--- src/rtl/floo_mcast_output_arbiter.sv ---
// ----------------------------------------------------------------------------
// floo_mcast_output_arbiter
//
// Per-output wormhole arbiter with multicast fork for the ring-on-mesh router.
// Each output picks one requesting input. When the output is unlocked, the
// choice is round-robin. When the output is locked, the choice is the input
// that owns the current packet. A multicast flit is forked to every output in
// its route mask. The input is released only after all of those outputs have
// taken the flit. Outputs are purely combinational (zero latency).
//
// Ports
//   clk_i, rst_i   clock, asynchronous active-high reset
//   valid_i        per-input flit valid
//   ready_o        per-input release: every selected output has the flit
//   data_i         per-input flit payload
//   route_sel_i    per-input multi-hot destination mask (one bit per output)
//   last_i         per-input last-flit-of-packet marker
//   valid_o        per-output flit valid (independent of ready_i)
//   ready_i        per-output downstream ready
//   data_o         per-output flit payload (zero when valid_o is low)
//   grant_idx_o    per-output winning input index (zero when valid_o is low)
// ----------------------------------------------------------------------------
module floo_mcast_output_arbiter #(
    parameter int unsigned NumInputs   = 5,
    parameter int unsigned NumRoutes   = 5,
    parameter type         flit_t      = logic,
    parameter bit          LockRouting = 1'b1
) (
    input  logic                         clk_i,
    input  logic                         rst_i,
    input  logic [NumInputs-1:0]         valid_i,
    output logic [NumInputs-1:0]         ready_o,
    input  flit_t                        data_i      [NumInputs],
    input  logic [NumRoutes-1:0]         route_sel_i [NumInputs],
    input  logic [NumInputs-1:0]         last_i,
    output logic [NumRoutes-1:0]         valid_o,
    input  logic [NumRoutes-1:0]         ready_i,
    output flit_t                        data_o      [NumRoutes],
    output logic [$clog2(NumInputs)-1:0] grant_idx_o [NumRoutes]
);

    localparam int unsigned IdxW = $clog2(NumInputs);
    typedef logic [IdxW-1:0] idx_t;

    // (base + k) mod NumInputs, for base < NumInputs and k <= NumInputs
    function automatic idx_t wrap_add(idx_t base, int unsigned k);
        int unsigned s;
        s = 32'(base) + k;
        if (s >= NumInputs) s = s - NumInputs;
        return idx_t'(s);
    endfunction

    // State
    logic [NumRoutes-1:0] r_sent     [NumInputs];  // outputs that already took the current flit
    logic [NumRoutes-1:0] r_lock;
    idx_t                 r_lock_idx [NumRoutes];
    idx_t                 r_rr_ptr   [NumRoutes];

    // Combinational
    logic [NumInputs-1:0] w_req       [NumRoutes];
    logic [NumRoutes-1:0] w_valid;
    idx_t                 w_winner    [NumRoutes];
    logic [NumRoutes-1:0] w_xfer;
    logic [NumRoutes-1:0] w_xfer_from [NumInputs];
    logic [NumInputs-1:0] w_done;

    // Request matrix: an input stops requesting an output once that output has the flit
    always_comb begin
        for (int unsigned o = 0; o < NumRoutes; o++) begin
            w_req[o] = '0;
            for (int unsigned i = 0; i < NumInputs; i++) begin
                w_req[o][i] = valid_i[i] & route_sel_i[i][o] & ~r_sent[i][o];
            end
        end
    end

    // Per-output arbitration
    always_comb begin
        w_valid = '0;
        for (int unsigned o = 0; o < NumRoutes; o++) begin
            w_winner[o] = '0;
            if (r_lock[o]) begin
                w_winner[o] = r_lock_idx[o];
                w_valid[o]  = w_req[o][r_lock_idx[o]];
            end else begin
                // First requester at or after the pointer, wrapping around
                for (int unsigned k = 0; k < NumInputs; k++) begin
                    if (!w_valid[o] && w_req[o][wrap_add(r_rr_ptr[o], k)]) begin
                        w_valid[o]  = 1'b1;
                        w_winner[o] = wrap_add(r_rr_ptr[o], k);
                    end
                end
            end
        end
    end

    // Output drive and handshake
    always_comb begin
        valid_o = w_valid;
        w_xfer  = w_valid & ready_i;
        for (int unsigned o = 0; o < NumRoutes; o++) begin
            data_o[o]      = '0;
            grant_idx_o[o] = '0;
            if (w_valid[o]) begin
                data_o[o]      = data_i[w_winner[o]];
                grant_idx_o[o] = w_winner[o];
            end
        end
        for (int unsigned i = 0; i < NumInputs; i++) begin
            w_xfer_from[i] = '0;
            for (int unsigned o = 0; o < NumRoutes; o++) begin
                w_xfer_from[i][o] = w_xfer[o] & (w_winner[o] == idx_t'(i));
            end
            // Released when no selected output is still outstanding after this cycle
            w_done[i] = valid_i[i] &
                        ((route_sel_i[i] & ~r_sent[i] & ~w_xfer_from[i]) == '0);
        end
        ready_o = w_done;
    end

    // State update
    always_ff @(posedge clk_i or posedge rst_i) begin
        if (rst_i) begin
            for (int unsigned i = 0; i < NumInputs; i++) begin
                r_sent[i] <= '0;
            end
            r_lock <= '0;
            for (int unsigned o = 0; o < NumRoutes; o++) begin
                r_lock_idx[o] <= '0;
                r_rr_ptr[o]   <= '0;
            end
        end else begin
            for (int unsigned i = 0; i < NumInputs; i++) begin
                if (w_done[i]) r_sent[i] <= '0;
                else           r_sent[i] <= r_sent[i] | w_xfer_from[i];
            end
            for (int unsigned o = 0; o < NumRoutes; o++) begin
                if (w_xfer[o]) begin
                    r_rr_ptr[o] <= wrap_add(w_winner[o], 1);
                    if (LockRouting) begin
                        r_lock[o]     <= ~last_i[w_winner[o]];
                        r_lock_idx[o] <= w_winner[o];
                    end
                end
            end
        end
    end

`ifndef SYNTHESIS
    for (genvar gi = 0; gi < NumInputs; gi++) begin : g_chk_in
        assert property (@(posedge clk_i) disable iff (rst_i)
            (valid_i[gi] && !ready_o[gi]) |=>
                (!valid_i[gi] || ($stable(data_i[gi]) && $stable(route_sel_i[gi]) && $stable(last_i[gi]))))
            else $error("input %0d changed flit while waiting for release", gi);

        assert property (@(posedge clk_i) disable iff (rst_i)
            (valid_i[gi] && ($countones(route_sel_i[gi]) > 1)) |-> last_i[gi])
            else $error("input %0d multicast flit without last", gi);

        assert property (@(posedge clk_i) disable iff (rst_i)
            !(valid_i[gi] && (route_sel_i[gi] == '0)))
            else $warning("input %0d empty route mask, flit dropped", gi);
    end

    for (genvar go = 0; go < NumRoutes; go++) begin : g_chk_out
        assert property (@(posedge clk_i) disable iff (rst_i)
            !(r_lock[go] && valid_i[r_lock_idx[go]] && !route_sel_i[r_lock_idx[go]][go]))
            else $warning("output %0d locked input presents flit for another output", go);
    end
`endif

endmodule

--- config.mk ---
export PLATFORM = sky130hd
export DESIGN_NAME = floo_mcast_output_arbiter
export DESIGN_NICKNAME = d
export VERILOG_FILES = /design/src/rtl/floo_mcast_output_arbiter.sv
export SDC_FILE = /design/constraint.sdc
export NUM_CORES = 1
export LEC_CHECK = 0
export BUFFER_PORTS_ARGS = -buffer_cell sky130_fd_sc_hd__buf_4
export CAP_MARGIN = 25
export CORE_UTILIZATION = 50
export DETAILED_ROUTE_END_ITERATION = 10
export PLACE_DENSITY = 0.77
export SLEW_MARGIN = 5
export SYNTH_ARGS = -nofsm -noshare
export SYNTH_HDL_FRONTEND = slang
export SYNTH_SLANG_ARGS = --single-unit
--- constraint.sdc ---
create_clock -name clk_i -period 6.5 [get_ports clk_i]
set_input_delay 1.3 -clock clk_i [delete_from_list [all_inputs] [get_ports clk_i]]
set_output_delay 1.3 -clock clk_i [all_outputs]
set_load 0.02 [all_outputs]
==> results.py <==
metrics = {
    "synthesis": {
        "ys_warn_count": 0,
        "ys_seq_elements": 60,
        "syn_nets": 1490,
        "synth.area.top_cells": "dfrtp_1 (14%), ha_1 (8.3%), nor2_1 (4.4%)",
        "synth_edf_count": 0,
        "yosysSeqAreaShare_pct": 14.2,
        "synth.top_cell.area_share_pct": 14.2,
        "syn_inst": 1368,
        "ys_types": 118,
        "synth_flop_cell": "dfrtp_1",
        "async_flop_share_pct": 100,
        "yosys.area.top_type": "dfrtp_1",
        "synth_area_um2": 10600,
        "syn_area_per_cell_um2": 7.75,
    },
    "final_layout": {
        "area_delta_synth_final_pct": 12.5,
        "multiInputGateArea_um2": 8530,
        "area.sequential_um2": 1500,
        "nNetsFinal": 1564,
        "drive_gt1_share_pct": 17.4,
        "nFillCells": 1899,
        "antenna_cells": 0,
        "final_util_pct": 58.2,
    },
    "sta": {
        "maxSlewHeadroom_pct": 45.1,
        "worst_pin_slew_ns": 0.823,
        "finalClockSkew_ns": 0.00575,
        "tns_ns": 0,
        "final-hold-violation-count": 0,
        "drv_slew": 0,
        "fin_crit_ns": 6.27,
        "fmax_ghz": 0.159,
        "report.final.setup_viol": 0,
        "rsz0062_at_grt": "no",
        "finalCritPeriodShare_pct": 96.5,
    },
    "setup_path": {
        "crit_arrival_ns": 4.97,
        "crit_required_ns": 5.20,
        "critical_path_class": "in -> out",
        "end_kind": "output port",
        "rr_startpoint": "r_rr_ptr[9]$_DFFE_PP0P_",
        "cp_max_fo": 13,
        "reg2reg_to": "r_sent[0]$_DFF_PP0_",
        "cp_cell_sequence": "buf_4 -> nand3b_1 -> o21ai_0 -> o31ai_2 -> mux2i_2 -> a2111oi_4 -> o21a_1 -> o221ai_1 -> o21a_1 -> inv_1 -> ha_1 -> nand3_2 -> a311o_1 -> nor4_4 -> buf_4",
        "worst-path-buf-inv": 3,
        "rrSetupSlack_ns": 1.70,
        "path_delay_family": "compound AO/OA/AOI/OAI gates",
        "critPathLaunchType": "primary input",
        "rr_worst_depth": 19,
        "slowest_stage": "a2111oi_4",
        "max_stage_delay_ns": 0.52,
    },
    "clock_network": {
        "clockBufferDepth": 2,
        "clkTransAtPathRegs_ns": 0.05,
        "cts_max_level": 3,
        "clkLatencyLatePin_ns": 0.34,
        "clockRootBuffer": "clkbuf_16",
        "numCtsBuffers": 9,
        "tritoncts": "done",
        "cts.sinks": 60,
    },
    "status": {
        "status": "completed",
    },
    "placed_design": {
        "hpwl_um": 26300,
        "port-buffer-count": 76,
        "gp_congestion": 1.00,
    },
    "drt": {
        "drcViolationCount": 0,
        "ant_nets": 0,
        "num_vias": 11500,
        "dr.pass1.iters": 7,
        "routed_wl_um": 34300,
        "routedWlPerCell_um": 20.0,
        "drtIter0Drc": 880,
        "drt-vias-per-instance": 6.70,
    },
    "global_routing": {
        "grtUsageTotal_pct": 31.5,
        "grt_pass1_wl_um": 55100,
        "antenna_found_initial": 0,
        "grt_pass1_vias": 10700,
        "grt_overflow": 0,
        "grt_max_degree": 61,
    },
    "floorplanning": {
        "initial_core_util_pct": 51.7,
        "row_count": 52,
        "dieArea_um2": 21800,
        "ioPinCount": 77,
        "die_h_um": 148,
        "die_w_um": 148,
        "coreArea_um2": 20500,
    },
    "job": {
        "maxCapViolations": 0,
    },
    "min_path": {
        "hp-start": "r_sent[3]$_DFF_PP0_",
        "hold_class": "reg -> reg",
        "whs_path_depth": 2,
        "min_to": "r_sent[3]$_DFF_PP0_",
    },
}
## logic make-up after synthesis
group           share of synthesized area, %
fa+ha+maj                               9.21
xor+xnor                                1.56
compound gates                          31.7
flops                                   14.2
buf+inv                                 5.83
mux                                     7.87
simple gates                            29.7
## tightest hold or removal path, cell delays in order, from the launching register on
cell and delay, ns:
dfrtp_1 0.34, a31oi_1 0.05, nor2_1 0.08
## registers in the layout, summed over array words and instances, names as in the netlist
signal / flops
r_lock: 5
r_lock_idx: 15
r_rr_ptr: 15
r_sent: 25
## final cells by class
type | instances | area share, %
inverters | 78 | 2.49
repair buffers | 129 | 8.12
clock buffers | 14 | 2.38
well taps | 270 | 2.83
flip-flops and latches | 60 | 12.6
clock inverters | 1 | 0.0420
multi-input cells | 1164 | 71.5
## routing by layer
| metal | GRT usage, % | part of all wire [%] | up-vias |
|---|---|---|---|
| met5 | 0 | 0 | - |
| met4 | 13.1 | 4.0 | 0 |
| met3 | 6.79 | 9.5 | 124 |
| met2 | 50.7 | 45 | 604 |
| met1 | 40.6 | 41 | 5434 |
| li1 | - | - | 5335 |
## cell usage after synthesis (14+ instances only)
master and count:
o21ai_0 71, or3_1 15, nand3b_1 32, a211oi_1 20
inv_1 71, and2_1 15, a21o_1 17, clkbuf_1 27
nand2_1 99, and3b_1 14, nand3_1 31, a211o_1 19
mux2_2 15, o211ai_1 14, ha_1 70, xnor2_1 16
nor2_1 123, o22ai_1 19, mux2i_1 37, buf_2 30
dfrtp_1 60, nor2b_1 24, a31oi_1 25, nand2b_1 47
nor3_1 45, o21a_1 15, a21oi_1 80, and3_1 15
## repair_timing
item                                    4_1_cts  5_1_grt
setup buffers                                 0        4
endpoints found under the setup margin        0        6
resized for setup                             0       17
hold buffers                                  0        0
## how the worst max path moves through the flow
stage,startpoint,endpoint,slack [ns],cells past startpoint
global route,r_rr_ptr[1]$_DFFE_PP0P_,ready_o[4],0.007,16
detailed placement,valid_i[2],ready_o[1],0.15,13
finish,valid_i[1],ready_o[1],0.23,15
CTS,r_rr_ptr[7]$_DFFE_PP0P_,ready_o[4],0.15,15
global placement,valid_i[3],ready_o[4],0.28,14
floorplan,valid_i[0],ready_o[0],0.61,15
## metrics by stage
stage	std cells	hold slack (ns)	instance area, um2	setup slack, ns
3_3_place_gp	1697	0.478	11500	0.280
6_report	1716	0.503	11900	0.229
5_1_grt	1716	0.532	11900	0.00662
3_5_place_dp	1697	0.490	11500	0.153
2_1_floorplan	1368	0.463	10600	0.614
4_1_cts	1712	0.501	11800	0.149
## cells in the final DEF, fill, tap and decap left out, types with 14 or more instances in the layout
master / instances
dfrtp_1: 58
nand3_1: 31
ha_1: 68
a211oi_1: 19
xnor2_1: 16
or3_1: 15
o21ai_0: 70
mux2i_1: 37
a211o_1: 19
o211ai_1: 14
mux2_2: 15
nand2_1: 99
and2_1: 15
and3b_1: 14
nor2b_1: 24
a21oi_1: 80
and3_1: 15
buf_4: 129
o22ai_1: 19
nand3b_1: 32
nor3_1: 45
inv_1: 68
a21o_1: 17
nor2_1: 123
o21a_1: 15
nand2b_1: 47
a31oi_1: 25
Power is not shown: default switching activity piles up to over one toggle a cycle in this logic, so the estimate is an artifact.
